## src/rtl/pipelined_segment_adder.sv

```systemverilog
`default_nettype none
// ============================================================================
//  Module      : pipelined_segment_adder
//  Description : Pipelined add/subtract unit. WIDTH-bit operands are split
//                into SEG-bit segments and each pipeline stage adds one
//                segment, with the carry registered between stages.
//                Valid/ready handshake on both sides, global stall.
//  Revision    : 1.0 - initial release
// ----------------------------------------------------------------------------
//  Ports
//    clk        in   1      rising-edge clock
//    rst_n      in   1      asynchronous active-low reset
//    in_valid   in   1      operand beat valid
//    in_ready   out  1      unit accepts a beat this cycle
//    a, b       in   WIDTH  operands (unsigned or two's complement)
//    cin        in   1      carry-in, add mode only
//    sub        in   1      0: a+b+cin   1: a-b (a + ~b + 1)
//    out_valid  out  1      result beat valid
//    out_ready  in   1      consumer accepts result
//    sum        out  WIDTH  result, modulo 2^WIDTH
//    cout       out  1      carry out of MSB (sub: 1 = no borrow)
//    ovf        out  1      signed overflow
// ============================================================================
module pipelined_segment_adder #(
  parameter int WIDTH = 16,
  parameter int SEG   = 4
) (
  input  logic             clk,
  input  logic             rst_n,
  input  logic             in_valid,
  output logic             in_ready,
  input  logic [WIDTH-1:0] a,
  input  logic [WIDTH-1:0] b,
  input  logic             cin,
  input  logic             sub,
  output logic             out_valid,
  input  logic             out_ready,
  output logic [WIDTH-1:0] sum,
  output logic             cout,
  output logic             ovf
);

  localparam int c_stages = WIDTH / SEG;

  logic                w_stall;
  logic                w_en;
  logic [WIDTH-1:0]    w_b_eff;
  logic                w_c0;
  logic [c_stages-1:0] r_valid;
  // Registered carry out of each stage; bit k feeds stage k+1, the top bit is cout.
  logic [c_stages-1:0] w_carry;

  // A stalled output freezes the whole pipe, so nothing can be accepted either.
  assign w_stall   = r_valid[c_stages-1] & ~out_ready;
  assign w_en      = ~w_stall;
  assign in_ready  = w_en;
  assign out_valid = r_valid[c_stages-1];

  assign w_b_eff = sub ? ~b : b;
  assign w_c0    = sub | cin;

  always_ff @(posedge clk or negedge rst_n) begin
    if (!rst_n) begin
      r_valid <= '0;
    end else if (w_en) begin
      r_valid[0] <= in_valid;
      for (int k = 1; k < c_stages; k++) begin
        r_valid[k] <= r_valid[k-1];
      end
    end
  end

  // Segment j: operands are skewed j registers forward, added in stage j,
  // and the result segment then rides along to the last stage.
  for (genvar j = 0; j < c_stages; j++) begin : g_seg
    localparam int c_sum_depth = c_stages - j;

    logic [SEG-1:0] w_a_op;
    logic [SEG-1:0] w_b_op;
    logic           w_cin;
    logic [SEG:0]   w_add;
    logic [SEG-1:0] r_sum [c_sum_depth];
    logic           r_carry;

    if (j == 0) begin : g_direct
      assign w_a_op = a[j*SEG +: SEG];
      assign w_b_op = w_b_eff[j*SEG +: SEG];
      assign w_cin  = w_c0;
    end else begin : g_skew
      logic [SEG-1:0] r_a_dly [j];
      logic [SEG-1:0] r_b_dly [j];

      always_ff @(posedge clk or negedge rst_n) begin
        if (!rst_n) begin
          for (int d = 0; d < j; d++) begin
            r_a_dly[d] <= '0;
            r_b_dly[d] <= '0;
          end
        end else if (w_en) begin
          r_a_dly[0] <= a[j*SEG +: SEG];
          r_b_dly[0] <= w_b_eff[j*SEG +: SEG];
          for (int d = 1; d < j; d++) begin
            r_a_dly[d] <= r_a_dly[d-1];
            r_b_dly[d] <= r_b_dly[d-1];
          end
        end
      end

      assign w_a_op = r_a_dly[j-1];
      assign w_b_op = r_b_dly[j-1];
      assign w_cin  = w_carry[j-1];
    end

    assign w_add = {1'b0, w_a_op} + {1'b0, w_b_op} + {{SEG{1'b0}}, w_cin};

    always_ff @(posedge clk or negedge rst_n) begin
      if (!rst_n) begin
        for (int d = 0; d < c_sum_depth; d++) begin
          r_sum[d] <= '0;
        end
        r_carry <= 1'b0;
      end else if (w_en) begin
        r_sum[0] <= w_add[SEG-1:0];
        r_carry  <= w_add[SEG];
        for (int d = 1; d < c_sum_depth; d++) begin
          r_sum[d] <= r_sum[d-1];
        end
      end
    end

    assign w_carry[j]        = r_carry;
    assign sum[j*SEG +: SEG] = r_sum[c_sum_depth-1];

    if (j == c_stages - 1) begin : g_ovf
      logic r_ovf;
      // Carry into the MSB is recovered as a^b^sum at that bit; overflow is
      // that carry differing from the carry out.
      always_ff @(posedge clk or negedge rst_n) begin
        if (!rst_n) begin
          r_ovf <= 1'b0;
        end else if (w_en) begin
          r_ovf <= w_a_op[SEG-1] ^ w_b_op[SEG-1] ^ w_add[SEG-1] ^ w_add[SEG];
        end
      end
      assign ovf = r_ovf;
    end
  end

  assign cout = w_carry[c_stages-1];

endmodule
`default_nettype wire

```

## config.mk

```make
export PLATFORM = sky130hd
export DESIGN_NAME = pipelined_segment_adder
export DESIGN_NICKNAME = d
export VERILOG_FILES = /design/src/rtl/pipelined_segment_adder.sv
export SDC_FILE = /design/constraint.sdc
export NUM_CORES = 1
export LEC_CHECK = 0
export ABC_AREA = 1
export CAP_MARGIN = 20
export CORE_ASPECT_RATIO = 1.25
export CORE_UTILIZATION = 38
export CTS_BUF_LIST = sky130_fd_sc_hd__clkbuf_8
export CTS_CLUSTER_DIAMETER = 100
export DETAILED_ROUTE_END_ITERATION = 10
export SKIP_CTS_REPAIR_TIMING = 1
export SYNTH_ARGS = -nofsm -noshare
export SYNTH_HDL_FRONTEND = slang
export SYNTH_SLANG_ARGS = --single-unit
```

## constraint.sdc

```tcl
create_clock -name clk -period 4.86 [get_ports clk]
set_clock_uncertainty 0.15 [all_clocks]
set_input_delay 0.729 -clock clk [delete_from_list [all_inputs] [get_ports clk]]
set_output_delay 0.729 -clock clk [all_outputs]
set_load 0.05 [all_outputs]
```

==> results of run 1 <==
-- report_power, final --
| part | total (mW) | internal (mW) | switching (mW) | leakage (nW) |
|---|---|---|---|---|
| sequential | 1.36 | 1.16 | 0.200 | 1.17 |
| clock | 0.534 | 0.276 | 0.258 | 0.115 |
| combinational | 1.41 | 0.516 | 0.896 | 1.34 |
| total | 3.31 | 1.96 | 1.35 | 2.63 |
-- layout make-up --
type                    count  area [sq um]  share of cell area [%]
well taps                 138         172.7                   3.312
clock inverters             4         42.54                  0.8159
inverters                  15         56.30                   1.080
flip-flops and latches     97          2427                   46.56
clock buffers              12         165.2                   3.168
multi-input cells         352          1717                   32.93
repair buffers             63         633.1                   12.14
-- layer usage --
metal | global-route usage [%] | vias to the layer above | routed length (microns)
met2 | 24.83 | 45 | 3988
li1 | - | 1597 | -
met5 | 0 | - | 0
met4 | 6.893 | 0 | 134
met3 | 2.581 | 11 | 302
met1 | 19.93 | 1497 | 3934
-- flip-flops by register name, indices dropped and copies added (netlist names) --
name / flops
g_seg.w_a_op: 8
g_seg.g_skew.r_a_dly: 16
r_valid: 4
cout: 1
g_seg.g_skew.r_b_dly: 16
ovf: 1
g_seg.r_carry: 3
sum: 12
g_seg.w_b_op: 8
g_seg.r_sum: 28
-- layout by cell type (no fill, tap or decap), types with 3 or more instances in the layout --
master / Yosys / layout
sky130_fd_sc_hd__ha_1: 12 / 12
sky130_fd_sc_hd__dfrtp_1: 97 / 97
sky130_fd_sc_hd__buf_4: 21 / 6
sky130_fd_sc_hd__nor2_1: 9 / 9
sky130_fd_sc_hd__o21ai_0: 26 / 26
sky130_fd_sc_hd__inv_1: 14 / 16
sky130_fd_sc_hd__nand2_1: 255 / 255
sky130_fd_sc_hd__a21oi_1: 7 / 7
sky130_fd_sc_hd__fa_1: 8 / 8
sky130_fd_sc_hd__xnor2_1: 12 / 12
sky130_fd_sc_hd__nand3_1: 13 / 13
sky130_fd_sc_hd__or2_2: 3 / 3
sky130_fd_sc_hd__clkbuf_8: 0 / 12
sky130_fd_sc_hd__xor2_1: 4 / 4
sky130_fd_sc_hd__clkdlybuf4s50_1: 0 / 56
-- final timing paths --
| check | to | slack (ns) | cells after the start |
|---|---|---|---|
| setup / recovery | in_ready | 1.59 | 5 |
| hold / removal | sum[2] | 0.13 | 1 |
| setup reg to reg | g_seg[0].r_sum[14] | 2.74 | 7 |
| hold reg to reg | g_seg[1].r_sum[5] | 0.32 | 2 |
| max in group asynchronous | g_seg[1].g_skew.r_a_dly[1] | 3.54 | 3 |
| min in group clk | g_seg[1].r_sum[5] | 0.32 | 2 |
-- cell families after synthesis --
kind of cell / count (synthesis)
simple gates: 282
flops: 97
buf+inv: 50
compound gates: 34
fa+ha+maj: 20
xor+xnor: 16
-- worst reg2reg max path, cell delays in order, from the launching register on --
cell,delay (ns)
sky130_fd_sc_hd__dfrtp_1,0.39
sky130_fd_sc_hd__inv_1,0.09
sky130_fd_sc_hd__nor2_4,0.03
sky130_fd_sc_hd__buf_4,0.22
sky130_fd_sc_hd__inv_2,0.11
sky130_fd_sc_hd__buf_4,0.63
sky130_fd_sc_hd__o21ai_0,0.25
sky130_fd_sc_hd__o21ai_0,0.18
==> impl_metrics.ini, run 1 <==
[die]
core_sq_um = 11560
die_area_sq_um = 12290
boundaryPins = 58
die_h_microns = 123.7
row_count = 44
chipWidth_microns = 99.34
floorplan.initialDensity_pct = 38.93

[power]
total_power_mw = 3.310
worst_ir_drop_vdd_mv = 0.2986
power.static_leakage_nw = 2.631
power_density_nw_per_um2 = 634.9

[timing]
holdWs_ns = 0.1338
fmaxAchievable_ghz = 0.3057
setup_viol = 0
post-route-period-util_pct = 67.32
worst_pin_slew_ns = 0.8279
setup-tns-final_ns = 0
timing.final.max_slew_violations = 0
final_critical_path_setup_slack_ns = 1.588
rsz0062_at_grt = false
hold_violations = 0
timing.slew.headroom_pct = 44.81
period_needed_ns = 3.272

[grt]
largest_net_degree_at_the_start_of_global_routing = 83
grt_pass1_wl_microns = 14600
first_global_vias = 3118
groute.usage.overall_pct = 15.20
antenna_found_initial = 0
overflow = 0

[synth]
synth.distinct_cells = 20
synth_edf_count = 0
syn-num-nets = 557
synthDominantAreaCellType = sky130_fd_sc_hd__dfrtp_1
synthArstFlopShare_pct = 100.0
synth_top_area_share_pct = 53.93
synth.avg_cell_area_sq_um = 9.019
synth_xor_area_share_pct = 3.114
multiplexer_share_of_the_synthesized_area_pct = 0
postSynthRegisterBits = 97
ys_seq_area_share_pct = 53.93
adder_and_majority_gate_portion_of_the_synthesized_area_pct = 6.895
largest_family_of_logic_cells_by_synthesized_area = simple AND/OR/NAND/NOR gates
synth.yosys.warnings = 0
synth.top_cells.by_count = sky130_fd_sc_hd__nand2_1 (255), sky130_fd_sc_hd__dfrtp_1 (97), sky130_fd_sc_hd__o21ai_0 (26)
synth.cell_area_sq_um = 4501
post_synth_inst_count = 499
ys.flop_type = sky130_fd_sc_hd__dfrtp_1
yosys-top-cells-area = sky130_fd_sc_hd__dfrtp_1 (54%), sky130_fd_sc_hd__nand2_1 (21%), sky130_fd_sc_hd__fa_1 (3.6%), sky130_fd_sc_hd__buf_4 (3.5%), sky130_fd_sc_hd__ha_1 (3.3%)
synth_simple_gate_area_share_pct = 24.30
yosysMostFrequentCell = sky130_fd_sc_hd__nand2_1
synth_compound_gate_area_share_pct = 3.837

[placed_design]
numPlacedInstances = 664
dp_worst_setup_slack_ns = 1.579
gp_weighted_congestion = 0.8043
place.port_buffers = 57
postPlaceCellArea_sq_um = 4979
dpl_hpwl_microns = 5395

[critical_path]
worstPathRequired_ns = 3.98
largest_fanout_on_the_critical_path = 32
critPathMostFrequentCell = sky130_fd_sc_hd__clkdlybuf4s50_1
critical_path_class = input pin to primary output
cp_slowest_stage_delay_ns = 0.79
critical_path_arrival_ns = 2.39
timing.critical_path.max_delay_family = buffers and inverters
startpoint_type = input pin
cell_chain_of_the_critical_path = clkdlybuf4s50_1 > nor2_4 > buf_4 > inv_2 > clkdlybuf4s50_1
cp-end-kind = primary output
cp_slowest_cell = sky130_fd_sc_hd__clkdlybuf4s50_1
cp_num_buf_inv = 4
crit-reg2reg-launch = r_valid[3]
worstSetupStartpoint = out_ready

[clock_tree]
cts.sink_count = 97
cts_tree = yes
htreeDepth = 3
cts_max_path_buffers = 2
cts_made_buffers = 9
clkSlewWorstSetupHoldPaths_ns = 0.09
clk-insertion-delay-late_ns = 0.35
cts-root-buf = sky130_fd_sc_hd__clkbuf_8

[finish]
layout-area-overhead-vs-synth_pct = 15.85
final_instance_area_sq_um = 5214
final_cell_count_no_fill = 681
antenna-diode-count = 0
post_route_cells_drive_above_1_share_pct = 4.788
fill_count = 1127
fin_util_pct = 45.10
finalNetCount = 596

[drt]
vias_per_cell = 4.626
detailedRoute.firstIterationViolations = 106
route.antenna.remaining_nets = 0
routed_wl_microns = 8360
routedWlPerCell_microns = 12.28
num_vias = 3150
drt_pre_antenna_iters = 4
drt_drc_violations_left = 0

[flow_run]
drv.max_cap_violation_count = 0

[run_status]
status = finished, final reports clean

[worst_hold_path]
class_of_the_tightest_hold_or_removal_check = input pin to async pin
Power figures use the tool's default switching activity.
==> run 2: changes to the inputs <==
==> constraint.sdc (replaced) <==
create_clock -name clk -period 3.3 [get_ports clk]
set_clock_uncertainty 0.15 [all_clocks]
set_input_delay 0.495 -clock clk [delete_from_list [all_inputs] [get_ports clk]]
set_output_delay 0.495 -clock clk [all_outputs]
set_load 0.05 [all_outputs]
==> run 2 against run 1 <==
Clock-buffer cell count is 3 lower. Power is 47% higher. Highest routed layer unchanged. Critical endpoint is now g_seg[0].r_carry. First-iteration DRC count is 32% higher. Core utilization hardly changed. Critical path depth is 3 higher.
==> impl_metrics.ini, run 2 (synthesis gave the netlist of run 1 again) <==
[run_status]
status = finished, final reports clean

[critical_path]
cp-end-kind = register
critical_path_arrival_ns = 2.46
largest_fanout_on_the_critical_path = 3
critical_path_class = input pin to register
startpoint_type = input pin
worstPathRequired_ns = 3.40

[die]
boundaryPins = 58
core_sq_um = 11560
die_area_sq_um = 12290
die_h_microns = 123.7
row_count = 44
floorplan.initialDensity_pct = 38.93
chipWidth_microns = 99.34

[finish]
final_cell_count_no_fill = 682
largest_register_ffs = 28
antenna-diode-count = 0
sequential_standard_cell_area_sq_um = 2427
final_common_cell = sky130_fd_sc_hd__nand2_1
layout-area-overhead-vs-synth_pct = 15.79
fill_count = 1153
mostFrequentLayoutCells = sky130_fd_sc_hd__nand2_1 (255), sky130_fd_sc_hd__dfrtp_1 (97), sky130_fd_sc_hd__clkdlybuf4s50_1 (55)
multi_input_comb_area_sq_um = 1717
final_instance_area_sq_um = 5211
finalNetCount = 597
most_flop_heavy_register = g_seg.r_sum
post_route_cells_drive_above_1_share_pct = 5.515
largest_registers = g_seg.r_sum x28, g_seg.g_skew.r_a_dly x16, g_seg.g_skew.r_b_dly x16

[drt]
num_vias = 3208
route.antenna.remaining_nets = 0
routedWlPerCell_microns = 12.32
drt_pre_antenna_iters = 4
detailedRoute.firstIterationViolations = 140
vias_per_cell = 4.704
routed_wl_microns = 8404
drt_drc_violations_left = 0

[clock_tree]
cts-root-buf = sky130_fd_sc_hd__clkbuf_8
cts_made_buffers = 9
clkSlewWorstSetupHoldPaths_ns = 0.10
cts.sink_count = 97
cts_max_path_buffers = 2
clk-insertion-delay-late_ns = 0.36
cts_tree = yes
htreeDepth = 3

[timing]
timing.slew.headroom_pct = 42.01
setup_viol = 0
rsz0062_at_grt = false
period_needed_ns = 2.364
post-route-period-util_pct = 71.63
setup-tns-final_ns = 0
timing.final.max_slew_violations = 0
worst_pin_slew_ns = 0.8699
hold_violations = 0
fmaxAchievable_ghz = 0.4231
holdWs_ns = 0.08812

[grt]
grt_pass1_wl_microns = 14840
overflow = 0
first_global_vias = 3203
antenna_found_initial = 0
largest_net_degree_at_the_start_of_global_routing = 112
groute.usage.overall_pct = 15.47

[placed_design]
place.port_buffers = 57
postPlaceCellArea_sq_um = 5016
numPlacedInstances = 666
dpl_hpwl_microns = 5480
gp_weighted_congestion = 0.8188

[power]
total_power_mw = 4.872
worst_ir_drop_vdd_mv = 0.3971
power_density_nw_per_um2 = 935.0
power.static_leakage_nw = 2.624

[flow_run]
drv.max_cap_violation_count = 0

[worst_hold_path]
class_of_the_tightest_hold_or_removal_check = input pin to async pin
==> run 2: cell types whose count changed in the layout (fill, tap and decap cells not counted), sizes merged <==
cell | previous run | this run
clkinv | 1 | 6
clkbuf | 12 | 9
buf | 7 | 9
inv | 17 | 15
clkdlybuf4s50 | 56 | 55
==> run 2: per-stage QoR <==
step	util [%]	setup WS [ns]
final	45.08	0.9363
after global routing	45.08	0.8014
after CTS	45.08	0.9421
after detailed placement	43.39	0.5376
after global placement	43.39	0.5614
after floorplan	-	0.8986
==> run 2: final cells by class <==
type	count	share of cell area, %
flip-flops and latches	97	46.58
multi-input cells	352	32.94
repair buffers	64	12.34
well taps	138	3.313
clock buffers	9	2.377
clock inverters	7	1.369
inverters	15	1.080
==> run 2: final timing paths <==
check,from,to,slack (ns),depth (start not counted)
min in group clk,g_seg[3].g_skew.r_b_dly[9],g_seg[3].g_skew.r_b_dly[5],0.32,2
max reg2reg,g_seg[0].r_carry,g_seg[1].r_carry,1.38,6
max,sub,g_seg[0].r_carry,0.94,8
max in group asynchronous,rst_n,r_valid[1],2.10,2
min,rst_n,sum[4],0.09,1
min reg2reg,g_seg[3].g_skew.r_b_dly[9],g_seg[3].g_skew.r_b_dly[5],0.32,2
==> run 2: metal layers <==
metal  track usage [%]  vias to the layer above  wire length (microns)
li1                  -                     1602                      -
met5                 0                        -                      0
met3             3.648                       11                    290
met1             19.43                     1540                   3996
met2             26.17                       55                   3977
met4             5.607                        0                    139
==> run 2: power by group <==
group / internal [mW] / switching, mW / total [mW]
logic: 0.775 / 1.32 / 2.10
clock network: 0.351 / 0.415 / 0.765
registers: 1.71 / 0.295 / 2.01
==> run 2: critical path: stages <==
cell	delay (ns)
sky130_fd_sc_hd__clkdlybuf4s50_1	0.49
sky130_fd_sc_hd__or2_2	0.34
sky130_fd_sc_hd__fa_1	0.41
sky130_fd_sc_hd__fa_1	0.39
sky130_fd_sc_hd__nand2_1	0.08
sky130_fd_sc_hd__inv_1	0.04
sky130_fd_sc_hd__o21ai_0	0.13
sky130_fd_sc_hd__a21oi_1	0.08
==> run 3: changes to the inputs <==
==> constraint.sdc (replaced) <==
create_clock -name clk -period 2.4 [get_ports clk]
set_clock_uncertainty 0.15 [all_clocks]
set_input_delay 0.36 -clock clk [delete_from_list [all_inputs] [get_ports clk]]
set_output_delay 0.36 -clock clk [all_outputs]
set_load 0.05 [all_outputs]
==> run 3 against run 2 <==
Critical path depth is the same. Flip-flop and latch count is the same. Die area is the same. Power grew 37%. Routed wire length grew 3.8%. Critical path type unchanged. Highest routed layer unchanged.
==> impl_metrics.ini, run 3 (synthesis gave the netlist of run 1 again) <==
[timing]
post-route-period-util_pct = 93.71
timing.slew.headroom_pct = 64.95
period_needed_ns = 2.249
final_critical_path_setup_slack_ns = 0.1509
timing.final.max_slew_violations = 0
fmaxAchievable_ghz = 0.4446
hold_violations = 0
setup_viol = 0
setup-tns-final_ns = 0
worst_pin_slew_ns = 0.5240
rsz0062_at_grt = false

[critical_path]
worstPathRequired_ns = 2.48
cp_num_buf_inv = 2
timing.reg2reg.worst_path_depth = 6
cp_slowest_cell = sky130_fd_sc_hd__clkdlybuf4s50_1
reg2reg_setup_slack_ns = 0.47
regToRegEndpoint = g_seg[1].r_carry
startpoint_type = input pin
critical_path_arrival_ns = 2.33
cp-end-kind = register
critical_path_class = input pin to register
critPathMostFrequentCell = sky130_fd_sc_hd__fa_1
cell_chain_of_the_critical_path = clkdlybuf4s50_1 > or2_2 > fa_1 > fa_1 > nand2_1 > inv_1 > o21ai_0 > a21oi_1
worstSetupStartpoint = sub
largest_fanout_on_the_critical_path = 3
cp_slowest_stage_delay_ns = 0.47
timing.critical_path.max_delay_family = adder cells
crit-reg2reg-launch = g_seg[0].r_carry

[grt]
groute.usage.overall_pct = 15.60
first_global_vias = 3221
overflow = 0
grt_pass1_wl_microns = 15060
largest_net_degree_at_the_start_of_global_routing = 112
antenna_found_initial = 0

[drt]
vias_per_cell = 4.669
met1_length_microns = 4115
routedWlPerCell_microns = 12.79
route.antenna.remaining_nets = 0
wl_met2_microns = 4221
drt_pre_antenna_iters = 5
routed_wl_microns = 8723
detailedRoute.firstIterationViolations = 143
num_vias = 3184
route.top_layer_used = met4
drt_drc_violations_left = 0
wl_met3_microns = 320

[die]
die_area_sq_um = 12290
die_h_microns = 123.7
row_count = 44
core_sq_um = 11560
floorplan.initialDensity_pct = 38.93
chipWidth_microns = 99.34
boundaryPins = 58

[clock_tree]
cts_max_path_buffers = 2
clk-insertion-delay-late_ns = 0.35
cts_tree = yes
cts-root-buf = sky130_fd_sc_hd__clkbuf_8
cts.sink_count = 97
clkSlewWorstSetupHoldPaths_ns = 0.09
htreeDepth = 3
cts_made_buffers = 9

[power]
power.static_leakage_nw = 2.635
power_density_nw_per_um2 = 1279
worst_ir_drop_vdd_mv = 0.6084

[placed_design]
dpl_hpwl_microns = 5757
numPlacedInstances = 666
place.port_buffers = 57
dp_worst_setup_slack_ns = -0.2165
postPlaceCellArea_sq_um = 5041
gp_weighted_congestion = 0.7922

[worst_hold_path]
class_of_the_tightest_hold_or_removal_check = register to register
min_delay_worst_endpoint = g_seg[3].g_skew.r_a_dly[4]
worst_hold_startpoint = g_seg[3].g_skew.r_a_dly[8]
hold-path-cell-count = 2

[finish]
largest_register_ffs = 28
final_cell_count_no_fill = 682
mostFrequentLayoutCells = sky130_fd_sc_hd__nand2_1 (255), sky130_fd_sc_hd__dfrtp_1 (97), sky130_fd_sc_hd__clkdlybuf4s50_1 (55)
fin_util_pct = 45.23
largest_registers = g_seg.r_sum x28, g_seg.g_skew.r_a_dly x16, g_seg.g_skew.r_b_dly x16
antenna-diode-count = 0
most_flop_heavy_register = g_seg.r_sum
post_route_cells_drive_above_1_share_pct = 4.779
final_instance_area_sq_um = 5229
layout-area-overhead-vs-synth_pct = 16.18
final_common_cell = sky130_fd_sc_hd__nand2_1
finalNetCount = 598

[flow_run]
drv.max_cap_violation_count = 0

[run_status]
status = finished, final reports clean
## run 3: cell types whose count changed in the layout (fill, tap and decap cells not counted)
cell                            previous run  this run
sky130_fd_sc_hd__buf_12                    2         4
sky130_fd_sc_hd__buf_4                     7         5
sky130_fd_sc_hd__clkinv_2                  3         1
sky130_fd_sc_hd__clkinv_4                  3         0
sky130_fd_sc_hd__clkinvlp_4                0         1
sky130_fd_sc_hd__dlygate4sd3_1             0         1
sky130_fd_sc_hd__inv_1                    14        17
## run 3: worst register-to-register path: stages, from the launching register on
cell                      delay, ns
sky130_fd_sc_hd__dfrtp_1       0.41
sky130_fd_sc_hd__fa_1          0.48
sky130_fd_sc_hd__fa_1          0.41
sky130_fd_sc_hd__nand2_1       0.07
sky130_fd_sc_hd__inv_1         0.04
sky130_fd_sc_hd__o21ai_0       0.17
sky130_fd_sc_hd__a21oi_1       0.09
## run 3: routing by layer
metal / track usage (%) / vias up
li1: - / 1603
met1: 20.01 / 1528
met2: 26.30 / 49
met3: 3.367 / 4
met4: 5.239 / 0
met5: 0 / -
## run 3: cell type report
class	count	area, sq um
fillers	1171	6332
flip-flops and latches	97	2427
multi-input cells	352	1717
repair buffers	65	678.2
well taps	138	172.7
clock buffers	9	123.9
inverters	15	56.30
clock inverters	6	53.80
## run 3: worst max path at each step
stage                            end  slack, ns  depth (start not counted)
floorplan           g_seg[0].r_carry       0.13                          9
global placement    g_seg[0].r_carry      -0.20                          8
detailed placement  g_seg[0].r_carry      -0.22                          8
CTS                 g_seg[0].r_carry       0.17                          8
global route        g_seg[0].r_carry       0.09                          8
finish              g_seg[0].r_carry       0.15                          8
## run 3: report_power, final
group          switching [mW]  total (mW)  internal, mW  leakage, nW
registers               0.408        2.77          2.36         1.17
clock network           0.528       0.992         0.464       0.0989
logic                    1.85        2.93          1.08         1.36
total                    2.78        6.69          3.90         2.63
## run 3: per-stage QoR
step / power, mW / hold WS [ns]
floorplan: 5.080 / -0.08559
global placement: 5.667 / 0.2215
detailed placement: 5.753 / 0.2261
CTS: 6.781 / -0.1614
global route: 7.294 / 0.3367
finish: 6.689 / 0.3214
